===== config.mk =====
export PLATFORM = sky130hd
export DESIGN_NAME = reg_writeback_queue
export DESIGN_NICKNAME = d
export VERILOG_FILES = /design/src/rtl/cpu_pkg.sv /design/src/rtl/wbq_fwd_match.sv /design/src/rtl/reg_writeback_queue.sv
export SDC_FILE = /design/constraint.sdc
export NUM_CORES = 1
export LEC_CHECK = 0
export BUFFER_PORTS_ARGS = -buffer_cell sky130_fd_sc_hd__buf_2
export CORE_MARGIN = 2
export CORE_UTILIZATION = 25
export DETAILED_ROUTE_END_ITERATION = 6
export GPL_TIMING_DRIVEN = 1
export HOLD_SLACK_MARGIN = 0.15
export PLACE_DENSITY = 0.47
export SLEW_MARGIN = 20
export SYNTH_ARGS = -nofsm -noshare
export SYNTH_HDL_FRONTEND = slang
export SYNTH_SLANG_ARGS = --single-unit
export TNS_END_PERCENT = 1

===== constraint.sdc =====
create_clock -name clk -period 3.9 [get_ports clk]
set_clock_uncertainty 0.2 [all_clocks]
set_input_delay 0.585 -clock clk [delete_from_list [all_inputs] [get_ports clk]]
set_output_delay 0.585 -clock clk [all_outputs]
set_load 0.02 [all_outputs]

===== src/rtl/cpu_pkg.sv =====
// Shared CPU register-file constants and the write-request record used by the
// writeback queue and its bench.
package cpu_pkg;

  localparam int DATA_W    = 8;
  localparam int ADDR_W    = 3;
  localparam int REG_COUNT = 8;

  typedef struct packed {
    logic [ADDR_W-1:0] rd;
    logic [DATA_W-1:0] wd;
  } wb_req_t;

endpackage


===== src/rtl/wbq_fwd_match.sv =====
// Youngest-first forwarding match over the queue entries plus the output register.
// Only built when WBQ_BYPASS_EN is defined; the queue has no use for it otherwise.
`ifdef WBQ_BYPASS_EN
module wbq_fwd_match
  import cpu_pkg::*;
#(
  parameter int MATCH_DATA_W = DATA_W,
  parameter int MATCH_ADDR_W = ADDR_W,
  parameter int N            = 4
) (
  input  logic [MATCH_ADDR_W-1:0]   i_addr,
  input  logic [N-1:0]              i_valid,
  input  logic [N*MATCH_ADDR_W-1:0] i_rd,
  input  logic [N*MATCH_DATA_W-1:0] i_wd,
  input  logic                      i_out_valid,
  input  logic [MATCH_ADDR_W-1:0]   i_out_rd,
  input  logic [MATCH_DATA_W-1:0]   i_out_wd,
  output logic                      o_hit,
  output logic [MATCH_DATA_W-1:0]   o_data
);

  // Entry 0 is the oldest (head); later matches override earlier ones so the
  // youngest pending write wins, with the output register lowest of all.
  always_comb begin
    o_hit  = 1'b0;
    o_data = '0;
    if (i_out_valid && (i_out_rd == i_addr)) begin
      o_hit  = 1'b1;
      o_data = i_out_wd;
    end
    for (int i = 0; i < N; i++) begin
      if (i_valid[i] && (i_rd[i*MATCH_ADDR_W +: MATCH_ADDR_W] == i_addr)) begin
        o_hit  = 1'b1;
        o_data = i_wd[i*MATCH_DATA_W +: MATCH_DATA_W];
      end
    end
  end

endmodule
`endif


===== src/rtl/reg_writeback_queue.sv =====
// In-order write queue feeding the register file write port, with optional
// pending-write forwarding selected by the WBQ_BYPASS_EN macro.
module reg_writeback_queue
#(
  parameter int DATA_W = cpu_pkg::DATA_W,
  parameter int ADDR_W = cpu_pkg::ADDR_W,
  parameter int DEPTH  = 4
) (
  input  logic              clk,
  input  logic              rst_n,
  input  logic              in_valid,
  output logic              in_ready,
  input  logic [ADDR_W-1:0] in_rd,
  input  logic [DATA_W-1:0] in_wd,
  input  logic              rf_grant,
  output logic              rf_we,
  output logic [ADDR_W-1:0] rf_rd,
  output logic [DATA_W-1:0] rf_wd,
  input  logic [ADDR_W-1:0] fw_rs,
  input  logic [ADDR_W-1:0] fw_rt,
  output logic              fw_hit_a,
  output logic [DATA_W-1:0] fw_data_a,
  output logic              fw_hit_b,
  output logic [DATA_W-1:0] fw_data_b,
  output logic [ADDR_W:0]   count,
  output logic              idle
);

  import cpu_pkg::*;

  localparam int PTR_W = $clog2(DEPTH);
  localparam logic [ADDR_W:0] FULL_CNT = (ADDR_W+1)'(DEPTH);
  localparam logic [ADDR_W:0] CNT_ONE  = (ADDR_W+1)'(1);
  localparam logic [PTR_W-1:0] PTR_ONE = PTR_W'(1);

  logic [ADDR_W-1:0] r_rd_mem [DEPTH];
  logic [DATA_W-1:0] r_wd_mem [DEPTH];
  logic [PTR_W-1:0]  r_wp;
  logic [PTR_W-1:0]  r_rp;
  logic [ADDR_W:0]   r_count;
  logic              r_we;
  logic [ADDR_W-1:0] r_rd;
  logic [DATA_W-1:0] r_wd;

  logic w_push;
  logic w_pop;

  // No pop-through: a full queue refuses input even while it is draining.
  assign in_ready = (r_count < FULL_CNT);
  assign w_push   = in_valid && in_ready;
  assign w_pop    = (r_count != '0) && rf_grant;

  always_ff @(posedge clk) begin
    if (w_push) begin
      r_rd_mem[r_wp] <= in_rd;
      r_wd_mem[r_wp] <= in_wd;
    end
  end

  always_ff @(posedge clk or negedge rst_n) begin
    if (!rst_n) begin
      r_wp    <= '0;
      r_rp    <= '0;
      r_count <= '0;
      r_we    <= 1'b0;
      r_rd    <= '0;
      r_wd    <= '0;
    end else begin
      r_we <= w_pop;
      if (w_push) begin
        r_wp <= r_wp + PTR_ONE;
      end
      if (w_pop) begin
        r_rp <= r_rp + PTR_ONE;
        r_rd <= r_rd_mem[r_rp];
        r_wd <= r_wd_mem[r_rp];
      end
      case ({w_push, w_pop})
        2'b10:   r_count <= r_count + CNT_ONE;
        2'b01:   r_count <= r_count - CNT_ONE;
        default: r_count <= r_count;
      endcase
    end
  end

  assign rf_we = r_we;
  assign rf_rd = r_rd;
  assign rf_wd = r_wd;
  assign count = r_count;
  assign idle  = (r_count == '0) && !r_we;

`ifdef WBQ_BYPASS_EN
  logic [DEPTH-1:0]        w_ent_valid;
  logic [DEPTH*ADDR_W-1:0] w_ent_rd;
  logic [DEPTH*DATA_W-1:0] w_ent_wd;

  // Re-index the ring so slot 0 is the head and the matcher can rank by age.
  always_comb begin
    w_ent_valid = '0;
    w_ent_rd    = '0;
    w_ent_wd    = '0;
    for (int i = 0; i < DEPTH; i++) begin
      w_ent_valid[i]                = ((ADDR_W+1)'(i) < r_count);
      w_ent_rd[i*ADDR_W +: ADDR_W]  = r_rd_mem[r_rp + PTR_W'(i)];
      w_ent_wd[i*DATA_W +: DATA_W]  = r_wd_mem[r_rp + PTR_W'(i)];
    end
  end

  wbq_fwd_match #(
    .MATCH_DATA_W(DATA_W),
    .MATCH_ADDR_W(ADDR_W),
    .N           (DEPTH)
  ) u_match_a (
    .i_addr     (fw_rs),
    .i_valid    (w_ent_valid),
    .i_rd       (w_ent_rd),
    .i_wd       (w_ent_wd),
    .i_out_valid(r_we),
    .i_out_rd   (r_rd),
    .i_out_wd   (r_wd),
    .o_hit      (fw_hit_a),
    .o_data     (fw_data_a)
  );

  wbq_fwd_match #(
    .MATCH_DATA_W(DATA_W),
    .MATCH_ADDR_W(ADDR_W),
    .N           (DEPTH)
  ) u_match_b (
    .i_addr     (fw_rt),
    .i_valid    (w_ent_valid),
    .i_rd       (w_ent_rd),
    .i_wd       (w_ent_wd),
    .i_out_valid(r_we),
    .i_out_rd   (r_rd),
    .i_out_wd   (r_wd),
    .o_hit      (fw_hit_b),
    .o_data     (fw_data_b)
  );
`else
  // Without bypass the CPU stalls on !idle, so lookups are ignored.
  logic w_unused_fw;
  assign w_unused_fw = ^{fw_rs, fw_rt};
  assign fw_hit_a    = 1'b0;
  assign fw_data_a   = '0;
  assign fw_hit_b    = 1'b0;
  assign fw_data_b   = '0;
`endif

endmodule


==> out/metrics.csv <==
metric,value,unit
cts_sinks,64,
final.setup.tns,0,ns
crit_chain,"or4_1, and2_4, ha_1, xor2_1, ha_1, a21oi_1, xor2_1, nor2_1, xor2_1",
layout.cells.non_filler,329,
globalplace.congestion,0.6826,
cp.required,3.91,ns
vias,1341,
cap_violations,0,
yosysSeqAreaShare,67.41,%
synth_area_leaders,"edfxtp_1 49%, dfrtp_1 19%, mux4_2 9.2%",
num_antenna_cells,0,
cts_made_buffers,9,
powerDensity,744.1,nW/um^2
crit_arrival,2.82,ns
final-setup-viol-count,0,
grt_max_degree,21,
hpwl,3045,um
drt-total-wl,4744,um
slew_violations,0,
synthArstFlopShare,31.25,%
synth.largest_area_cell,edfxtp_1,
synth.distinct_cells,30,
setup.worst_path.start_class,flip-flop,
avgRoutedWirePerCell,14.42,um
cp-end-kind,flip-flop,
drive_above_1_share,35.75,%
synth-edff-count,44,
highest_layer,met4,
ant_nets,0,
multi_input_comb_area,758.2,sq um
finalPower,2.338,mW
wl_met3,272,um
grt_pass1_vias,1365,
crit_top_cell,xor2_1,
gr-usage-all-layers,9.016,%
placed_cells,312,
dr_wl_met2,2299,um
clk_latency,0.33,ns
rsz0062_at_grt,false,
nets,216,
fin_hold_ws,0.2657,ns
synthCells,149,
worst_pin_slew,0.7932,ns
post-route-util,30.16,%
crit_path_max_incr_delay,0.57,ns
die_y,108.0,um
coreArea,10420,sq um
fillers,1063,
drt_iter0_drc,45,
critical_path.slowest_cell,or4_1,
ys.flop_type,edfxtp_1,
ys_ff_latch,64,
clock.fmax,0.3568,GHz
synth_top_cell_area_share,48.89,%
syn_area,2703,sq um
cts_tree,built,
crit_fanout,16,
synth_common_cells,"44 x edfxtp_1, 20 x dfrtp_1, 18 x buf_4, 11 x mux4_2",
postSynthAreaPerCell,18.14,sq um
antenna_found_initial,0,
seq_area,1822,sq um
portBuffers,32,
num_rows,37,
viasPerCell,4.076,
cp_top_family,simple AND/OR/NAND/NOR gates,
clk_pin_slew,0.07,ns
syn2layout_area_growth,16.25,%
die_w,108.0,um
yosys_warnings,0,
ioPinCount,57,
drc,0,
path_buf_inv,0,
period_needed,2.803,ns
root_buffer,clkbuf_8,
cts_setup_buffers,0,
met1Wirelength,2077,um
synth.most_common_cell,edfxtp_1,
hp-class,input port to flip-flop,
finalHoldViolCount,0,
peakVddDrop,0.0002620,V
period_share,71.87,%
htree_levels,3,
crit_type,flip-flop to flip-flop,
initial_core_util,25.95,%
leakage,1.210,nW
max-slew-margin-rel,47.12,%
die-area,11660,sq um
first_pass_iters,4,
clockBufferDepth,2,
overflow,0,
status,completed,
grt_pass1_wl,7465,um
[worst register-to-register path, stage by stage, from the launching register on]
cell	delay, ns
dfrtp_1	0.45
or4_1	0.57
and2_4	0.27
ha_1	0.30
xor2_1	0.17
ha_1	0.19
a21oi_1	0.14
xor2_1	0.16
nor2_1	0.07
xor2_1	0.15
[power by group]
part	leakage [nW]	internal [mW]	switching, mW
Clock	0.0980	0.353	0.248
Sequential	0.632	0.883	0.156
Combinational	0.480	0.351	0.347
Total	1.21	1.59	0.751
[cells by family (layout without fill, tap and decap cells)]
group / after synthesis / in the layout / synth area share, %
AOI/OAI and AO/OA: 3 / 3 / 0.6941
xor gates and xnor gates: 8 / 8 / 2.592
adders and majority gates: 7 / 7 / 3.241
buffers and inverters: 25 / 52 / 6.898
DFF: 64 / 64 / 67.41
muxes: 23 / 23 / 15.14
other: 1 / 18 / 0.1388
and+or+nand+nor: 18 / 18 / 3.889
[layer usage]
layer	up-vias	track usage [%]
met5	-	0
met2	47	14.51
met1	681	10.64
met3	11	3.556
li1	602	-
met4	0	4.121
[through the flow]
stage,worst slack [ns],area [sq um]
6_report,1.097,3142
3_3_place_gp,1.099,2922
2_1_floorplan,1.057,2766
4_1_cts,1.075,3142
3_5_place_dp,1.113,2922
5_1_grt,0.9225,3142
[timing repair]
item | in CTS | in global routing
gates resized for setup | 0 | 0
hold buffers | 1 | 0
endpoints found under the hold margin | 20 | 0
[worst paths after layout]
| check | from | end | slack [ns] | depth (start not counted) |
|---|---|---|---|---|
| worst max-delay path | count[1] | count[2] | 1.10 | 9 |
| worst min-delay path | in_rd[1] | r_rd_mem[0][1] | 0.27 | 1 |
| worst max register to register | count[1] | count[2] | 1.10 | 9 |
| worst min register to register | rf_wd[1] | rf_wd[1] | 0.31 | 1 |
| max in group asynchronous | rst_n | r_rp[0] | 2.59 | 2 |
| min in group asynchronous | rst_n | count[2] | 0.56 | 2 |
[cell type report]
class                   count  area share, %
repair buffers             33          5.416
inverters                   3         0.3584
flip-flops and latches     64          57.99
well taps                 136          5.416
clock inverters             7          2.748
multi-input cells          77          24.13
clock buffers               9          3.943
[state kept, by name (all words and copies together) (netlist names)]
register,flops
rf_rd,3
r_rd_mem,12
r_rp,2
rf_wd,8
rf_we,1
count,4
r_wd_mem,32
r_wp,2
[layout by cell type, fill, tap and decap left out, types with 2 or more instances in the layout]
cell / n
and3_1: 4
buf_2: 32
bufinv_16: 2
clkbuf_8: 9
clkinv_1: 3
clkinvlp_4: 2
conb_1: 18
dfrtp_1: 20
edfxtp_1: 44
ha_1: 7
inv_1: 3
mux2_2: 5
mux2_4: 7
mux4_2: 11
nand2_1: 2
nor2_1: 3
xnor2_1: 4
xor2_1: 4
Power figures use the tool's default switching activity.
